===== src/rtl/boot_loader.sv =====
// Boot loader: fills instruction memory from a little-endian byte stream,
// then holds the processor in reset for HOLD_CYC cycles before releasing it.
module boot_loader #(
  parameter int ADDR_W   = 10,
  parameter int HOLD_CYC = 4
) (
  input  logic              clk,
  input  logic              rst,
  input  logic [7:0]        in_data,
  input  logic              in_valid,
  output logic              in_ready,
  output logic              imem_we,
  output logic [ADDR_W-1:0] imem_addr,
  output logic [31:0]       imem_wdata,
  output logic              cpu_rst,
  output logic              done,
  output logic              ovf
);

  typedef enum logic [2:0] {
    HDR0, HDR1, LOAD, WRITE, HOLD, RUN
  } state_t;

  localparam logic [16:0] DEPTH     = 17'd1 << ADDR_W;
  localparam logic [7:0]  HOLD_LAST = 8'(HOLD_CYC - 1);

  state_t            state_q;
  logic [7:0]        nLow_q;
  logic [15:0]       wordTotal_q;
  logic [15:0]       wordIdx_q;
  logic [1:0]        byteCnt_q;
  logic [23:0]       wordBuf_q;
  logic [7:0]        holdCnt_q;
  logic              inReady_q;
  logic              imemWe_q;
  logic [ADDR_W-1:0] imemAddr_q;
  logic [31:0]       imemWdata_q;
  logic              cpuRst_q;
  logic              done_q;
  logic              ovf_q;

  logic        accept;
  logic [15:0] hdrCount;
  logic        inRange;

  assign accept   = in_valid & inReady_q;
  assign hdrCount = {in_data, nLow_q};
  // Words past the end of imem are still consumed so the stream stays aligned.
  assign inRange  = ({1'b0, wordIdx_q} < DEPTH);

  always_ff @(posedge clk) begin
    if (!rst) begin
      state_q     <= HDR0;
      nLow_q      <= '0;
      wordTotal_q <= '0;
      wordIdx_q   <= '0;
      byteCnt_q   <= '0;
      wordBuf_q   <= '0;
      holdCnt_q   <= '0;
      inReady_q   <= 1'b0;
      imemWe_q    <= 1'b0;
      imemAddr_q  <= '0;
      imemWdata_q <= '0;
      cpuRst_q    <= 1'b1;
      done_q      <= 1'b0;
      ovf_q       <= 1'b0;
    end else begin
      imemWe_q <= 1'b0;
      case (state_q)
        HDR0: begin
          inReady_q <= 1'b1;
          if (accept) begin
            nLow_q  <= in_data;
            state_q <= HDR1;
          end
        end
        HDR1: begin
          if (accept) begin
            wordTotal_q <= hdrCount;
            ovf_q       <= ({1'b0, hdrCount} > DEPTH);
            wordIdx_q   <= '0;
            byteCnt_q   <= '0;
            if (hdrCount == 16'd0) begin
              state_q   <= HOLD;
              inReady_q <= 1'b0;
              holdCnt_q <= '0;
            end else begin
              state_q <= LOAD;
            end
          end
        end
        LOAD: begin
          if (accept) begin
            wordBuf_q <= {in_data, wordBuf_q[23:8]};
            byteCnt_q <= byteCnt_q + 2'd1;
            if (byteCnt_q == 2'd3) begin
              state_q   <= WRITE;
              inReady_q <= 1'b0;
              if (inRange) begin
                imemWe_q    <= 1'b1;
                imemAddr_q  <= wordIdx_q[ADDR_W-1:0];
                imemWdata_q <= {in_data, wordBuf_q};
              end
            end
          end
        end
        WRITE: begin
          wordIdx_q <= wordIdx_q + 16'd1;
          if (wordIdx_q + 16'd1 == wordTotal_q) begin
            state_q   <= HOLD;
            holdCnt_q <= '0;
          end else begin
            state_q   <= LOAD;
            inReady_q <= 1'b1;
          end
        end
        HOLD: begin
          if (holdCnt_q == HOLD_LAST) begin
            state_q  <= RUN;
            cpuRst_q <= 1'b0;
            done_q   <= 1'b1;
          end else begin
            holdCnt_q <= holdCnt_q + 8'd1;
          end
        end
        RUN: begin
          inReady_q <= 1'b0;
        end
        default: state_q <= HDR0;
      endcase
    end
  end

  assign in_ready   = inReady_q;
  assign imem_we    = imemWe_q;
  assign imem_addr  = imemAddr_q;
  assign imem_wdata = imemWdata_q;
  assign cpu_rst    = cpuRst_q;
  assign done       = done_q;
  assign ovf        = ovf_q;

endmodule


===== config.mk =====
export PLATFORM = sky130hd
export DESIGN_NAME = boot_loader
export DESIGN_NICKNAME = d
export VERILOG_FILES = /design/src/rtl/boot_loader.sv
export SDC_FILE = /design/constraint.sdc
export NUM_CORES = 1
export LEC_CHECK = 0
export BUFFER_PORTS_ARGS = -buffer_cell sky130_fd_sc_hd__buf_4
export CORE_MARGIN = 5
export CORE_UTILIZATION = 58
export DETAILED_ROUTE_END_ITERATION = 10
export PLACE_DENSITY = 0.91
export SYNTH_ARGS = -nofsm -noshare
export SYNTH_HDL_FRONTEND = slang
export SYNTH_SLANG_ARGS = --single-unit
export TNS_END_PERCENT = 1

===== constraint.sdc =====
create_clock -name clk -period 2.6 [get_ports clk]
set_input_delay 0.39 -clock clk [delete_from_list [all_inputs] [get_ports clk]]
set_output_delay 0.39 -clock clk [all_outputs]
set_load 0.02 [all_outputs]

==> reports/qor.yml <==
status: "finished clean"
tightest_slew_ns: 0.873
critPathKind: "flop to flop"
cpLargestDelayFamily: "simple AND/OR/NAND/NOR gates"
htree_num_levels: 4
cts_buffer_depth: 2
grt_pass1_wl_um: 24100
numPortBuffers: 57
dieWidth_um: 107
ys_seq_elements: 124
synth.avg_cell_area_um2: 7.67
arrival_ns: 2.90
drt_iter0_markers: 504
grt_max_degree: 63
syn_inst: 709
p_leak_nw: 2.31
drc: 0
power.density_mw_per_mm2: 679
drt_pass1_iterations: 5
max_stage_delay_ns: 0.44
post-route-period-util: 0.975
grt_pass1_vias: 5106
viasPerCell: 6.10
finalNonFillerCells: 875
antenna_cells: 0
antenna_found_initial: 0
hold_violations: 0
grt.total_usage: 0.259
dieHeight_um: 107
min_period_ns: 2.53
cts_root_buf: "clkbuf_8"
cts_tree: "yes"
wl_um: 14900
start_kind: "flop"
fp-row-count: 35
finalPower_mw: 4.43
grt_overflow: 0
drv_slew: 0
cpMaxStageDelayCell: "nor4_2"
holdWs_ns: 0.151
syn-num-nets: 723
syn_area_mm2: 0.00544
path_buf_inv: 1
synth_enable_flop_cells: 0
fmax_ghz: 0.394
async_reset_ff_frac: 0
drive_gt1_frac: 0.161
wl_per_cell_um: 17.0
final_cell_area_mm2: 0.00653
clock_sinks: 124
worstPathRequired_ns: 2.97
syn_to_final_growth_pct: 20.0
cap_violations: 0
vias: 5339
antenna_left: 0
dieArea_mm2: 0.0114
clock_latency_ns: 0.51
synth_warnings: 0
gp_congestion: 0.871
io_pins: 58
initial_core_util: 0.591
placed_area_mm2: 0.00591
hold_class: "input port to flop"
worstPathMaxFanout: 8
ys_seq_area_frac: 0.456
core_mm2: 0.00920
dp_cells: 843
clk_pin_slew_worst_paths_ns: 0.06
layout.nets: 765
max_slew_margin: 0.416
setup_violations: 0
post_cts_buffers: 0
cts_buffers: 17
ys.flop_type: "dfxtp_1"
synth.distinct_cells: 60
worstPathCellList: "buf_4 > and4_1 > a31oi_1 > nor4_2 > nor4b_4 > nand4_1 > a21oi_4 > o22ai_1"
skew_ns: 0.00838
dpl.hpwl_um: 9440
end_kind: "flop"
vdd_drop_max_v: 0.000474
==> power by group <==
part	total, mW	switching, mW	leakage (nW)	internal [mW]
Clock	2.33	0.912	0.282	1.41
Sequential	1.94	0.0203	1.00	1.92
Combinational	0.168	0.118	1.03	0.0502
==> synthesized netlist by cell type (4+ instances only) <==
master | instances | area, um^2
nand2_1 | 205 | 769
a21oi_1 | 124 | 621
dfxtp_1 | 124 | 2480
nor2_1 | 36 | 135
clkbuf_1 | 35 | 131
nand3_1 | 21 | 105
o21ai_0 | 21 | 105
nor3_1 | 15 | 75.1
xnor2_1 | 15 | 131
nor4_1 | 11 | 68.8
buf_2 | 9 | 45.0
inv_1 | 6 | 22.5
a211oi_1 | 5 | 37.5
nand4_1 | 5 | 31.3
xor2_1 | 5 | 43.8
and3_1 | 4 | 25.0
clkbuf_2 | 4 | 20.0
==> cell type report <==
cell class	count	area (um^2)
Sequential cell	124	2480
Inverter	7	26.3
Timing Repair Buffer	73	548
Clock inverter	13	156
Clock buffer	19	432
Tap cell	111	139
Multi-Input combinational cell	528	2740
Fill cell	658	2670
==> final timing paths <==
path                                                start                         to  slack, ns  depth (start not counted)
worst max-delay path            wordIdx_q[0]$_SDFFE_PN0P_  holdCnt_q[1]$_SDFFE_PN0P_       0.07                          8
worst min-delay path                                  rst       cpu_rst$_SDFFE_PN1P_       0.15                          2
worst min register to register       cpu_rst$_SDFFE_PN1P_       cpu_rst$_SDFFE_PN1P_       0.45                          2
worst max register to register  wordIdx_q[0]$_SDFFE_PN0P_  holdCnt_q[1]$_SDFFE_PN0P_       0.07                          8
==> worst register-to-register path, delay by kind of cell, from the launching register on <==
family | cells | cell delay [ns]
AND/OR/NAND/NOR | 4 | 1.25
AO/OA/AOI/OAI | 3 | 0.57
flip-flops | 1 | 0.38
buffers and inverters | 1 | 0.18
==> stage by stage <==
step / utilization / worst slack, ns / setup TNS [ns]
CTS: 0.707 / 0.0272 / 0
finish: 0.710 / 0.0650 / 0
global route: 0.710 / -0.0557 / -0.127
floorplan: - / 0.485 / 0
detailed placement: 0.643 / 0.0799 / 0
global placement: 0.643 / 0.200 / 0
==> repair_timing <==
| action | 4_1_cts | 5_1_grt |
|---|---|---|
| gates resized for setup | 0 | 6 |
| endpoints found under the setup margin | 0 | 8 |
| hold buffers | 0 | 0 |
==> per-layer routing <==
layer / GRT usage / part of all wire
met4: 0.111 / 0.034
met3: 0.0578 / 0.073
met1: 0.312 / 0.39
met5: 0 / 0
met2: 0.445 / 0.50
==> state kept, by name, indices dropped and copies added, names as in the netlist <==
name and flops:
byteCnt_q 2, cpu_rst 1, done 1, holdCnt_q 8
imem_addr 10, imem_wdata 32, imem_we 1, in_ready 1
nLow_q 8, ovf 1, state_q 3, wordBuf_q 24
wordIdx_q 16, wordTotal_q 16
==> cell usage in the layout, fill, tap and decap left out, types with 6 or more instances in the layout <==
cell       Yosys  layout
a21oi_1      124     124
buf_4          1      73
clkbuf_16      0      16
dfxtp_1      124     122
inv_1          6       6
nand2_1      205     205
nand3_1       21      21
nor2_1        36      36
nor3_1        15      15
nor4_1        11      10
o21ai_0       21      21
xnor2_1       15      15
==> cell families (layout without fill, tap and decap cells) <==
group	after synthesis	count (layout)	share of synthesized area
xor+xnor	20	20	0.0322
compound gates	179	179	0.182
buf+inv	57	112	0.0444
flops	124	124	0.456
simple gates	326	326	0.278
fa+ha+maj	3	3	0.00690
Note: power is estimated with default switching activity, not from simulation.
